`config.mk`:
```
export PLATFORM = sky130hd
export DESIGN_NAME = instruction_fetch_unit_flat
export DESIGN_NICKNAME = d
export VERILOG_FILES = /design/src/rtl/instruction_fetch_unit_if.sv /design/src/rtl/instruction_fetch_unit.sv /design/src/flat_wrapper.sv
export SDC_FILE = /design/constraint.sdc
export NUM_CORES = 1
export LEC_CHECK = 0
export ABC_AREA = 1
export BUFFER_PORTS_ARGS = -buffer_cell sky130_fd_sc_hd__buf_2
export CORE_ASPECT_RATIO = 1.2
export CORE_MARGIN = 3
export CORE_UTILIZATION = 35
export CTS_BUF_LIST = sky130_fd_sc_hd__clkbuf_4 sky130_fd_sc_hd__clkbuf_8
export DETAILED_ROUTE_END_ITERATION = 8
export PLACE_DENSITY = 0.69
export SYNTH_ARGS = -nofsm -noshare
export SYNTH_HDL_FRONTEND = slang
export SYNTH_SLANG_ARGS = --single-unit
```
`constraint.sdc`:
```
create_clock -name Clock -period 2.87 [get_ports Clock]
set_input_delay 0.287 -clock Clock [delete_from_list [all_inputs] [get_ports Clock]]
set_output_delay 0.287 -clock Clock [all_outputs]
set_load 0.01 [all_outputs]
```
`src/rtl/instruction_fetch_unit_if.sv`:
```
// Purpose: groups the handshake and memory signals of the instruction fetch unit.
// Ports: master = fetch unit (drives MemAddr/MemRead/Instr/Valid/Busy/PC);
//        slave  = environment (drives Start/Flush/PCLoad/PCIn/MemData/Ack).
interface instruction_fetch_unit_if;
  logic        Start;
  logic        Flush;
  logic        PCLoad;
  logic [15:0] PCIn;
  logic [7:0]  MemData;
  logic        Ack;
  logic [15:0] MemAddr;
  logic        MemRead;
  logic [15:0] Instr;
  logic        Valid;
  logic        Busy;
  logic [15:0] PC;

  modport master (
    input  Start, Flush, PCLoad, PCIn, MemData, Ack,
    output MemAddr, MemRead, Instr, Valid, Busy, PC
  );

  modport slave (
    output Start, Flush, PCLoad, PCIn, MemData, Ack,
    input  MemAddr, MemRead, Instr, Valid, Busy, PC
  );
endinterface

```
`src/rtl/instruction_fetch_unit.sv`:
```
// Purpose: owns the PC and fetches one 16-bit instruction as two little-endian bytes.
// Latency: Valid rises 3 edges after Start is sampled; 4 cycles per back-to-back fetch.
// Backpressure: Instr is held in DONE until Ack; Flush aborts and drops it.
// Ports: Clock, Reset (async, active-high); bus = instruction_fetch_unit_if.master.
module instruction_fetch_unit (
  input logic                      Clock,
  input logic                      Reset,
  instruction_fetch_unit_if.master bus
);

  typedef enum logic [2:0] {
    IDLE   = 3'd0,
    REQ_LO = 3'd1,
    CAP_LO = 3'd2,
    CAP_HI = 3'd3,
    DONE   = 3'd4
  } state_t;

  state_t      state;
  state_t      state_nxt;
  logic [15:0] pc;
  logic [7:0]  lo_byte;
  logic [15:0] instr;
  logic        pc_load_ok;
  logic        pc_inc;

  // A redirect is only safe while no fetch is in flight, unless the same
  // cycle also aborts the fetch.
  assign pc_load_ok = bus.PCLoad &&
                      (bus.Flush || state == IDLE || state == DONE);
  // Both request cycles advance the PC; an abort freezes it where it is.
  assign pc_inc     = !bus.Flush && (state == REQ_LO || state == CAP_LO);

  always_ff @(posedge Clock or posedge Reset) begin
    if (Reset) begin
      state <= IDLE;
    end else begin
      state <= state_nxt;
    end
  end

  always_comb begin
    state_nxt = state;
    if (bus.Flush) begin
      state_nxt = IDLE;
    end else begin
      case (state)
        IDLE:    if (bus.Start) state_nxt = REQ_LO;
        REQ_LO:  state_nxt = CAP_LO;
        CAP_LO:  state_nxt = CAP_HI;
        CAP_HI:  state_nxt = DONE;
        DONE: begin
          if (bus.Ack) state_nxt = bus.Start ? REQ_LO : IDLE;
        end
        default: state_nxt = IDLE;
      endcase
    end
  end

  always_ff @(posedge Clock or posedge Reset) begin
    if (Reset) begin
      pc <= 16'h0000;
    end else if (pc_load_ok) begin
      pc <= bus.PCIn;
    end else if (pc_inc) begin
      pc <= pc + 16'd1;   // wraps modulo 2^16
    end
  end

  // MemData during CAP_LO answers the REQ_LO request (low byte); during
  // CAP_HI it answers the CAP_LO request (high byte).
  always_ff @(posedge Clock or posedge Reset) begin
    if (Reset) begin
      lo_byte <= 8'h00;
      instr   <= 16'h0000;
    end else if (!bus.Flush) begin
      if (state == CAP_LO) lo_byte <= bus.MemData;
      if (state == CAP_HI) instr   <= {bus.MemData, lo_byte};
    end
  end

  assign bus.MemAddr = pc;
  assign bus.MemRead = (state == REQ_LO) || (state == CAP_LO);
  assign bus.Instr   = instr;
  assign bus.Valid   = (state == DONE);
  assign bus.Busy    = (state == REQ_LO) || (state == CAP_LO) || (state == CAP_HI);
  assign bus.PC      = pc;

endmodule

```
`src/flat_wrapper.sv`:
```
// flat-port wrapper written by rule: the top's interface ports become plain ports
module instruction_fetch_unit_flat 
  (Clock, Reset, bus_Start, bus_Flush, bus_PCLoad, bus_PCIn, bus_MemData, bus_Ack, bus_MemAddr, bus_MemRead, bus_Instr, bus_Valid, bus_Busy, bus_PC);
  instruction_fetch_unit_if bus_i ();
  input logic Clock;
  input logic Reset;
  input wire logic [$bits(bus_i.Start)-1:0] bus_Start;
  input wire logic [$bits(bus_i.Flush)-1:0] bus_Flush;
  input wire logic [$bits(bus_i.PCLoad)-1:0] bus_PCLoad;
  input wire logic [$bits(bus_i.PCIn)-1:0] bus_PCIn;
  input wire logic [$bits(bus_i.MemData)-1:0] bus_MemData;
  input wire logic [$bits(bus_i.Ack)-1:0] bus_Ack;
  output wire logic [$bits(bus_i.MemAddr)-1:0] bus_MemAddr;
  output wire logic [$bits(bus_i.MemRead)-1:0] bus_MemRead;
  output wire logic [$bits(bus_i.Instr)-1:0] bus_Instr;
  output wire logic [$bits(bus_i.Valid)-1:0] bus_Valid;
  output wire logic [$bits(bus_i.Busy)-1:0] bus_Busy;
  output wire logic [$bits(bus_i.PC)-1:0] bus_PC;
  assign bus_i.Start = bus_Start;
  assign bus_i.Flush = bus_Flush;
  assign bus_i.PCLoad = bus_PCLoad;
  assign bus_i.PCIn = bus_PCIn;
  assign bus_i.MemData = bus_MemData;
  assign bus_i.Ack = bus_Ack;
  assign bus_MemAddr = bus_i.MemAddr;
  assign bus_MemRead = bus_i.MemRead;
  assign bus_Instr = bus_i.Instr;
  assign bus_Valid = bus_i.Valid;
  assign bus_Busy = bus_i.Busy;
  assign bus_PC = bus_i.PC;
  instruction_fetch_unit u_core (.Clock(Clock), .Reset(Reset), .bus(bus_i));
endmodule
```
Yosys cells after proc, flatten, opt, wreduce, memory -nomap -nowiden
Index checks and enable logic that the tools add are counted.

Flip-flop bits (word level): 43. Bits of input ports: 30. Output and inout port bits: 51. Logic and storage cells: 31.

Add/subtract/negate cells: 1. Equality and inequality tests: 6. Muxes and demuxes: 7. Bitwise logic cells: 1. Reductions and logical operators: 12.

Operators with widths (number): $mux 16 (2); $add 16x1->16 const B (1); $pmux 3 s5 (1); $mux 3 (3); $eq 3x2->1 const B (2); $ne 3x3->1 const B (2); $reduce_and 2->1 (3); $logic_or 1x1->1 (4); $eq 3x1->1 const B (1); $eq 3x3->1 const B (1); $logic_not 3->1 (1); $logic_and 1x1->1 (2); $reduce_bool 2->1 (1); $logic_not 1->1 (1); $mux 1 (1); $not 1->1 (1).

Longest topological paths before layout
Gate-level depths: netlist (run 1).

Depth after elaboration: 5. Mapped depth: 9. Gate-level depth less buffers: 9.

Least setup slack after synthesis (run 1)
Ideal clock, no wire load.

Path kind: register to register. Start: register u_core.pc[1] (netlist: u_core.bus.MemAddr[1]). End: register u_core.pc[6] (netlist: u_core.bus.MemAddr[6]). Data arrival time: 1.279 ns. Slack: 1.478 ns. Cell stages (with the launch flop): 9. Buffers on the path: 0. Clock period less this slack: 1.392 ns. Path through: dfrtp_1 > ha_1 > nand3_1 > nor2_1 > inv_1 > o21ai_0 > nand3_1 > nand2_1 > inv_1.

Cells in the longest elaborated chain, start to end: 3.

Ends and longest elaborated chain: start, declared (line instruction_fetch_unit.sv:21) `logic [15:0] pc;`; start signal, assigned (line instruction_fetch_unit.sv:64) `pc <= bus.PCIn;`; start signal, assigned (line instruction_fetch_unit.sv:66) `pc <= pc + 16'd1;`; $add 16x1->16 (line instruction_fetch_unit.sv:66); $mux 16 (line instruction_fetch_unit.sv:65) `end else if (pc_inc) begin`; $mux 16 (line instruction_fetch_unit.sv:63) `end else if (pc_load_ok) begin`.

No other way between the ends. The select of a mux whose other input is x is not followed. A chain may end at the register's enable or synchronous reset.

Worst setup path in the final report (run 1)
Start: register u_core.state[1]. End: register u_core.pc[0] (netlist: u_core.bus.MemAddr[0]).

Cells in the longest elaborated chain, start to end: 5. Elaborated cells between the ends (all ways): 11. Classes of those cells: eq/ne: 3; mux: 1; reduce/logical: 7.

Ends and longest elaborated chain: start, declared (line instruction_fetch_unit.sv:19) `state_t state;`; start signal, assigned (line instruction_fetch_unit.sv:38) `state <= state_nxt;`; $logic_not 3->1 (line instruction_fetch_unit.sv:30) `(bus.Flush || state == IDLE || state == DONE);`; $logic_or 1x1->1 (2 in a row) (line instruction_fetch_unit.sv:30); $logic_and 1x1->1 (line instruction_fetch_unit.sv:29) `assign pc_load_ok = bus.PCLoad &&`; $mux 16 or $reduce_bool 2->1 (tied branches).

Parallel ways exist; a longest one is shown, timed or not.

==> results of run 1 <==
## per-layer routing
layer | up-vias | GRT usage | routed length [µm]
met5 | - | 0 | 0
met4 | 0 | 0.03708 | 51
met3 | 6 | 0.05121 | 482
met2 | 70 | 0.2409 | 2576
met1 | 958 | 0.1844 | 2262
li1 | 1063 | - | -
## worst max-delay path: stages, from the launching register on
cell     delay (ns)
dfrtp_1        0.44
nor2_4         0.10
o21ai_4        0.42
inv_1          0.23
nand2_1        0.10
o21ai_1        0.06
nand2_1        0.05
o21ai_0        0.08
## cells in the mapped netlist, types with 2 or more instances
cell and number:
a31oi_1 2, buf_2 3, buf_4 18, dfrtp_1 43
inv_1 48, inv_2 2, mux2_2 7, nand2_1 76
nand2_4 2, nand3_1 21, nand4_1 4, nor2_1 18
nor2_4 2, o211ai_1 5, o21ai_0 33, o21ai_1 3
or2_2 2
## power groups by stage
| stage | logic, mW | clock network, mW | registers [mW] |
|---|---|---|---|
| 3_5_place_dp | 0.820 | 0 | 0.998 |
| 3_3_place_gp | 0.806 | 0 | 0.989 |
| 4_1_cts | 0.821 | 0.400 | 0.991 |
| 2_1_floorplan | 0.515 | 0 | 1.04 |
| 6_report | 0.806 | 0.384 | 0.988 |
| 5_1_grt | 0.925 | 0.423 | 1.03 |
## logic make-up after synthesis
group / after synthesis / share of synthesized area
simple gates: 129 / 0.2454
buf+inv: 73 / 0.1516
compound gates: 46 / 0.1084
flops: 43 / 0.4481
mux: 8 / 0.03752
xor+xnor: 1 / 0.003648
fa+ha+maj: 1 / 0.005210
## final cells by class
cell class                      instances  area share
Clock inverter                          3    0.007061
Clock buffer                            5     0.02427
Tap cell                               85     0.03751
Multi-Input combinational cell        185      0.3389
Inverter                               50     0.06620
Timing Repair Buffer                   82      0.1465
Sequential cell                        43      0.3795
## layout by cell type, fill, tap and decap left out, types with 3 or more instances in the layout
cell,n
buf_2,80
nand3_1,21
o21ai_1,3
dfrtp_1,43
nor2_1,18
nand4_1,4
inv_1,47
nand2_1,76
mux2_2,7
o211ai_1,5
clkbuf_8,5
o21ai_0,33
## worst max path at each step
stage / from / endpoint / cells past startpoint
2_1_floorplan: u_core.bus.MemAddr[1] / u_core.bus.MemAddr[6] / 8
3_3_place_gp: u_core.bus.MemAddr[0] / u_core.bus.MemAddr[6] / 8
3_5_place_dp: u_core.state[0] / u_core.bus.MemAddr[0] / 7
4_1_cts: u_core.state[1] / u_core.bus.MemAddr[0] / 7
5_1_grt: u_core.state[0] / u_core.bus.MemAddr[0] / 7
6_report: u_core.state[1] / u_core.bus.MemAddr[0] / 7
## flip-flops by register name, summed over array words and instances, names as in the netlist
name,cells
u_core.state,3
u_core.bus.MemAddr,16
u_core.lo_byte,8
u_core.bus.Instr,16
## per-stage QoR
step | total power [mW] | std cells
after floorplan | 1.558 | 301
after global placement | 1.795 | 445
after detailed placement | 1.818 | 445
after CTS | 2.212 | 453
after global routing | 2.376 | 453
final | 2.178 | 453
==> flow_metrics.env, run 1 <==
export IMPL_synth_enable_flop_cells=0
export IMPL_clk_latency_ns=0.29
export IMPL_placement_rows=32
export IMPL_detail_route_drc_violations=0
export IMPL_cts_root_buf="clkbuf_8"
export IMPL_diodes=0
export IMPL_final_cell_area_mm2=0.002835
export IMPL_area_taken_by_multi_input_logic_gates_um2=960.9
export IMPL_number_of_buffers_between_clock_root_and_the_deepest_sink=2
export IMPL_post_cts_hold_buffer_count=0
export IMPL_rr_startpoint="u_core.state[1]"
export IMPL_port_buffer_count=80
export IMPL_number_of_global_route_vias_before_repair=2111
export IMPL_post_synthesis_net_count=332
export IMPL_cts_repair_resize_count=0
export IMPL_power_per_cell_area_mw_per_mm2=768.1
export IMPL_drt_pre_antenna_iters=4
export IMPL_floorplan_io_pins=81
export IMPL_yosys_register_bits=43
export IMPL_regToRegSetupSlack_ns=1.25
export IMPL_h_tree_depth=2
export IMPL_period_needed_ns=1.615
export IMPL_clk_pin_slew_worst_paths_ns=0.09
export IMPL_ys_types=29
export IMPL_finalHoldViolations=16
export IMPL_yosysWarnings=0
export IMPL_p_comb_frac=0.370
export IMPL_die_width_um=81.61
export IMPL_grt_first_pass_wirelength_um=9459
export IMPL_placeableCoreArea_mm2=0.006526
export IMPL_clkSinkCount=43
export IMPL_net_switching_power_uw=857.6
export IMPL_cap_violations=0
export IMPL_sum_of_negative_setup_slack_ns=0
export IMPL_reg2reg_capture_point="u_core.bus.MemAddr[0]"
export IMPL_grt_overflow_total=0
export IMPL_drtIter0Drc=61
export IMPL_seq_power_share=0.454
export IMPL_violated_checks="hold timing"
export IMPL_timing_worst_slew_pin_value_ns=0.6433
export IMPL_max_slew_margin=0.5685
export IMPL_postRouteAntennaNets=0
export IMPL_antenna_found_initial=0
export IMPL_dpl_worst_slack_ns=1.274
export IMPL_layout_core_utilization=0.4344
export IMPL_dieArea_mm2=0.007894
export IMPL_postCtsSetupRepairBufs=0
export IMPL_status="complete, but fails checks"
export IMPL_placement_cell_area_mm2=0.002746
export IMPL_worst_r2r_cell_count=7
export IMPL_fin_worst_skew_ns=0.006521
export IMPL_wire_per_inst_um=11.86
export IMPL_synthFlopType="dfrtp_1"
export IMPL_post_synth_inst_count=301
export IMPL_grt_setup_unrepaired="false"
export IMPL_worst_setup_path_start_kind="register"
export IMPL_postSynthAreaPerCell_um2=7.977
export IMPL_achievable_frequency_mhz=619.0
export IMPL_synthToLayoutAreaGrowth_pct=18.08
export IMPL_critPathMaxFanout=20
export IMPL_cp_data_required_time_ns=3.04
export IMPL_synth_top_cell_area_share=0.4482
export IMPL_floorplan_initialDensity=0.3679
export IMPL_cp_arrival_ns=1.79
export IMPL_worst_setup_path_end_kind="register"
export IMPL_grt_usage=0.1475
export IMPL_detailedPlacementHpwl_um=4165
export IMPL_pwr_share_clk=0.176
export IMPL_cts_tree="yes"
export IMPL_fin_crit_sh=0.5629
export IMPL_internal_power_mw=1.320
export IMPL_drt_vias_per_instance=4.629
export IMPL_setup_worst_path_class="register to register"
export IMPL_worst_hold_path_type="primary input to async pin"
export IMPL_seqCellArea_mm2=0.001076
export IMPL_drive_gt1_frac=0.2989
export IMPL_leakagePower_nw=1.608
export IMPL_final_setup_violation_count=0
export IMPL_cts_made_buffers=5
export IMPL_report_final_slew_viol_count=0
export IMPL_ir_drop_uv=335.9
export IMPL_grt_start_max_net_pins=28
export IMPL_post_synth_top_area_cell="dfrtp_1"
export IMPL_detail_route_wirelength_um=5372
export IMPL_detailroute_via_count=2097
export IMPL_gp_routability_congestion=0.7935
export IMPL_setup_ws_ns=1.255
export IMPL_timing_hold_ws_ns=-0.008072
export IMPL_swShare=0.3938
export IMPL_fin_nets=398
export IMPL_synth_area_mm2=0.002401
export IMPL_async_reset_ff_frac=1.000
export IMPL_synth_yosys_seq_area_share=0.4482
export IMPL_die_h_um=96.73
export IMPL_fillers=684
export IMPL_netlist_top_cells_area="dfrtp_1, nand2_1, inv_1"
No activity file was read; power rests on OpenSTA's default activity.
==> run 2, diff against run 1 <==
Clock period 2.87 ns to 1.55 ns, I/O delays scaled along.
==> run 2 against run 1 <==
  * The flow still finishes with violations (hold timing)
  * Final cell count up 1.1%
  * Non-clock buffer count is 5 higher
  * Sequential share of layout area shrank 1.3 points
  * Die area unchanged
  * Worst setup slack worse by 1.1 ns
  * First-iteration DRC count increased by 30%
  * Worst hold slack got worse by 0.012 ns
  * Critical path depth decreased by 3
  * Via count is 1.1% lower
  * Sequential power is 83% higher
  * Critical path type is now register to primary output
  * Largest power group unchanged
  * Highest routed layer unchanged
==> flow_metrics.env, run 2 (synthesis results as in run 1) <==
export IMPL_startpoint="u_core.state[0]"
export IMPL_ir_drop_uv=713.7
export IMPL_timing_hold_ws_ns=-0.01961
export IMPL_drt_vias_per_instance=4.526
export IMPL_drtIter0Drc=79
export IMPL_detailroute_via_count=2073
export IMPL_critPathMaxFanout=4
export IMPL_worst_path_buf_inv=2
export IMPL_status="complete, but fails checks"
export IMPL_placement_cell_area_mm2=0.002781
export IMPL_rr_startpoint="u_core.bus.MemAddr[0]"
export IMPL_cts_root_buf="clkbuf_8"
export IMPL_regToRegSetupSlack_ns=0.13
export IMPL_critical_path_max_stage_delay_ns=0.45
export IMPL_layout_core_utilization=0.4505
export IMPL_number_of_buffers_between_clock_root_and_the_deepest_sink=2
export IMPL_finish_cell_count_without_fillers=458
export IMPL_leakagePower_nw=1.659
export IMPL_cap_violations=0
export IMPL_clk_latency_ns=0.29
export IMPL_seqCellArea_mm2=0.001079
export IMPL_fin_worst_skew_ns=0.008495
export IMPL_detail_route_wirelength_um=5420
export IMPL_path_delay_family="flip-flops"
export IMPL_fillers=668
export IMPL_drive_gt1_frac=0.3190
export IMPL_floorplan_io_pins=81
export IMPL_final_setup_violation_count=0
export IMPL_power_per_cell_area_mw_per_mm2=1503
export IMPL_worst_setup_path_start_kind="register"
export IMPL_sum_of_negative_setup_slack_ns=0
export IMPL_report_final_slew_viol_count=0
export IMPL_worstSetupPathDepth=4
export IMPL_fin_nets=403
export IMPL_setup_worst_path_class="register to primary output"
export IMPL_crit_chain="nor2_4 -> nand2_1 -> inv_1 -> buf_2"
export IMPL_post_place_cells=448
export IMPL_placement_rows=32
export IMPL_dieArea_mm2=0.007894
export IMPL_placeableCoreArea_mm2=0.006526
export IMPL_worst_setup_path_end_kind="primary output"
export IMPL_clkSinkCount=43
export IMPL_detail_route_drc_violations=0
export IMPL_worst_hold_path_type="primary input to async pin"
export IMPL_achievable_frequency_mhz=692.1
export IMPL_fin_crit_sh=0.9322
export IMPL_grt_start_max_net_pins=44
export IMPL_cts_made_buffers=5
export IMPL_cp_data_required_time_ns=1.39
export IMPL_die_h_um=96.73
export IMPL_diodes=0
export IMPL_wire_per_inst_um=11.83
export IMPL_synthToLayoutAreaGrowth_pct=22.46
export IMPL_h_tree_depth=2
export IMPL_antenna_found_initial=0
export IMPL_die_width_um=81.61
export IMPL_mostFrequentLayoutCells="buf_2, nand2_1, inv_1, dfrtp_1, o21ai_0"
export IMPL_dpl_worst_slack_ns=0.1515
export IMPL_violated_checks="hold timing"
export IMPL_gp_routability_congestion=0.8280
export IMPL_drt_pre_antenna_iters=4
export IMPL_timing_worst_slew_pin_value_ns=0.5461
export IMPL_postRouteAntennaNets=0
export IMPL_post_cts_hold_buffer_count=0
export IMPL_detailedPlacementHpwl_um=4079
export IMPL_port_buffer_count=80
export IMPL_grt_first_pass_wirelength_um=8976
export IMPL_finalHoldViolations=40
export IMPL_period_needed_ns=1.445
export IMPL_total_power_of_the_final_layout_mw=4.419
export IMPL_number_of_global_route_vias_before_repair=1965
export IMPL_end_point_of_the_critical_path="bus_Valid"
export IMPL_setup_ws_ns=0.1050
export IMPL_reg2reg_capture_point="u_core.bus.MemAddr[14]"
export IMPL_clk_pin_slew_worst_paths_ns=0.09
export IMPL_max_slew_margin=0.6360
export IMPL_crit_slowest_cell="dfrtp_2"
export IMPL_final_cell_area_mm2=0.002940
export IMPL_worst_r2r_cell_count=9
export IMPL_floorplan_initialDensity=0.3679
export IMPL_cp_arrival_ns=1.29
export IMPL_area_taken_by_multi_input_logic_gates_um2=965.9
export IMPL_grt_overflow_total=0
export IMPL_cts_tree="yes"
export IMPL_mostFrequentLayoutCell="buf_2"
export IMPL_grt_usage=0.1419
[run 2: changes by cell type in the layout (fill, tap and decap cells not counted), moves of 2 or more]
cell / previous run / this run
dfrtp_1: 43 / 41
nor2_1: 18 / 16
bufinv_16: 0 / 2
buf_4: 2 / 6
dfrtp_2: 0 / 2
nor2_2: 0 / 2
[run 2: area by class of cell]
| type | count | share of cell area |
|---|---|---|
| flip-flops and latches | 43 | 0.3668 |
| multi-input cells | 185 | 0.3285 |
| repair buffers | 87 | 0.1583 |
| inverters | 50 | 0.06383 |
| well taps | 85 | 0.03617 |
| clock buffers | 5 | 0.02340 |
| clock inverters | 3 | 0.02298 |
[run 2: routing by layer]
layer | vias up | GRT usage | part of all wire
met5 | - | 0 | 0
met4 | 0 | 0.03325 | 0.0085
met3 | 6 | 0.05028 | 0.091
met2 | 67 | 0.2359 | 0.48
met1 | 931 | 0.1738 | 0.42
li1 | 1069 | - | -
[run 2: worst min-delay path: cells and delay by family]
kind	cells	cell delay, ns
buffers and inverters	3	0.58
[run 2: worst min path at each step]
stage	startpoint	to	slack, ns	cells after the start
after global placement	Reset	u_core.bus.Instr[2]	0.32	3
after CTS	Reset	u_core.bus.MemAddr[7]	0.002	3
final	Reset	u_core.bus.MemAddr[1]	-0.02	3
after global routing	Reset	u_core.bus.MemAddr[1]	0.03	3
after detailed placement	Reset	u_core.bus.MemAddr[2]	0.33	3
after floorplan	bus_PCIn[1]	u_core.bus.MemAddr[1]	0.31	2
[run 2: power by group]
part           leakage [nW]  internal, mW  switching (mW)  total (mW)
Combinational          1.06         0.679           0.885        1.56
Sequential            0.531          1.50           0.311        1.81
Clock                0.0644         0.643           0.405        1.05
Total                  1.66          2.82            1.60        4.42
[run 2: what timing repair did]
item	in CTS	in global routing
gates resized for setup	0	5
setup buffers	0	2
endpoints found under the setup margin	0	4
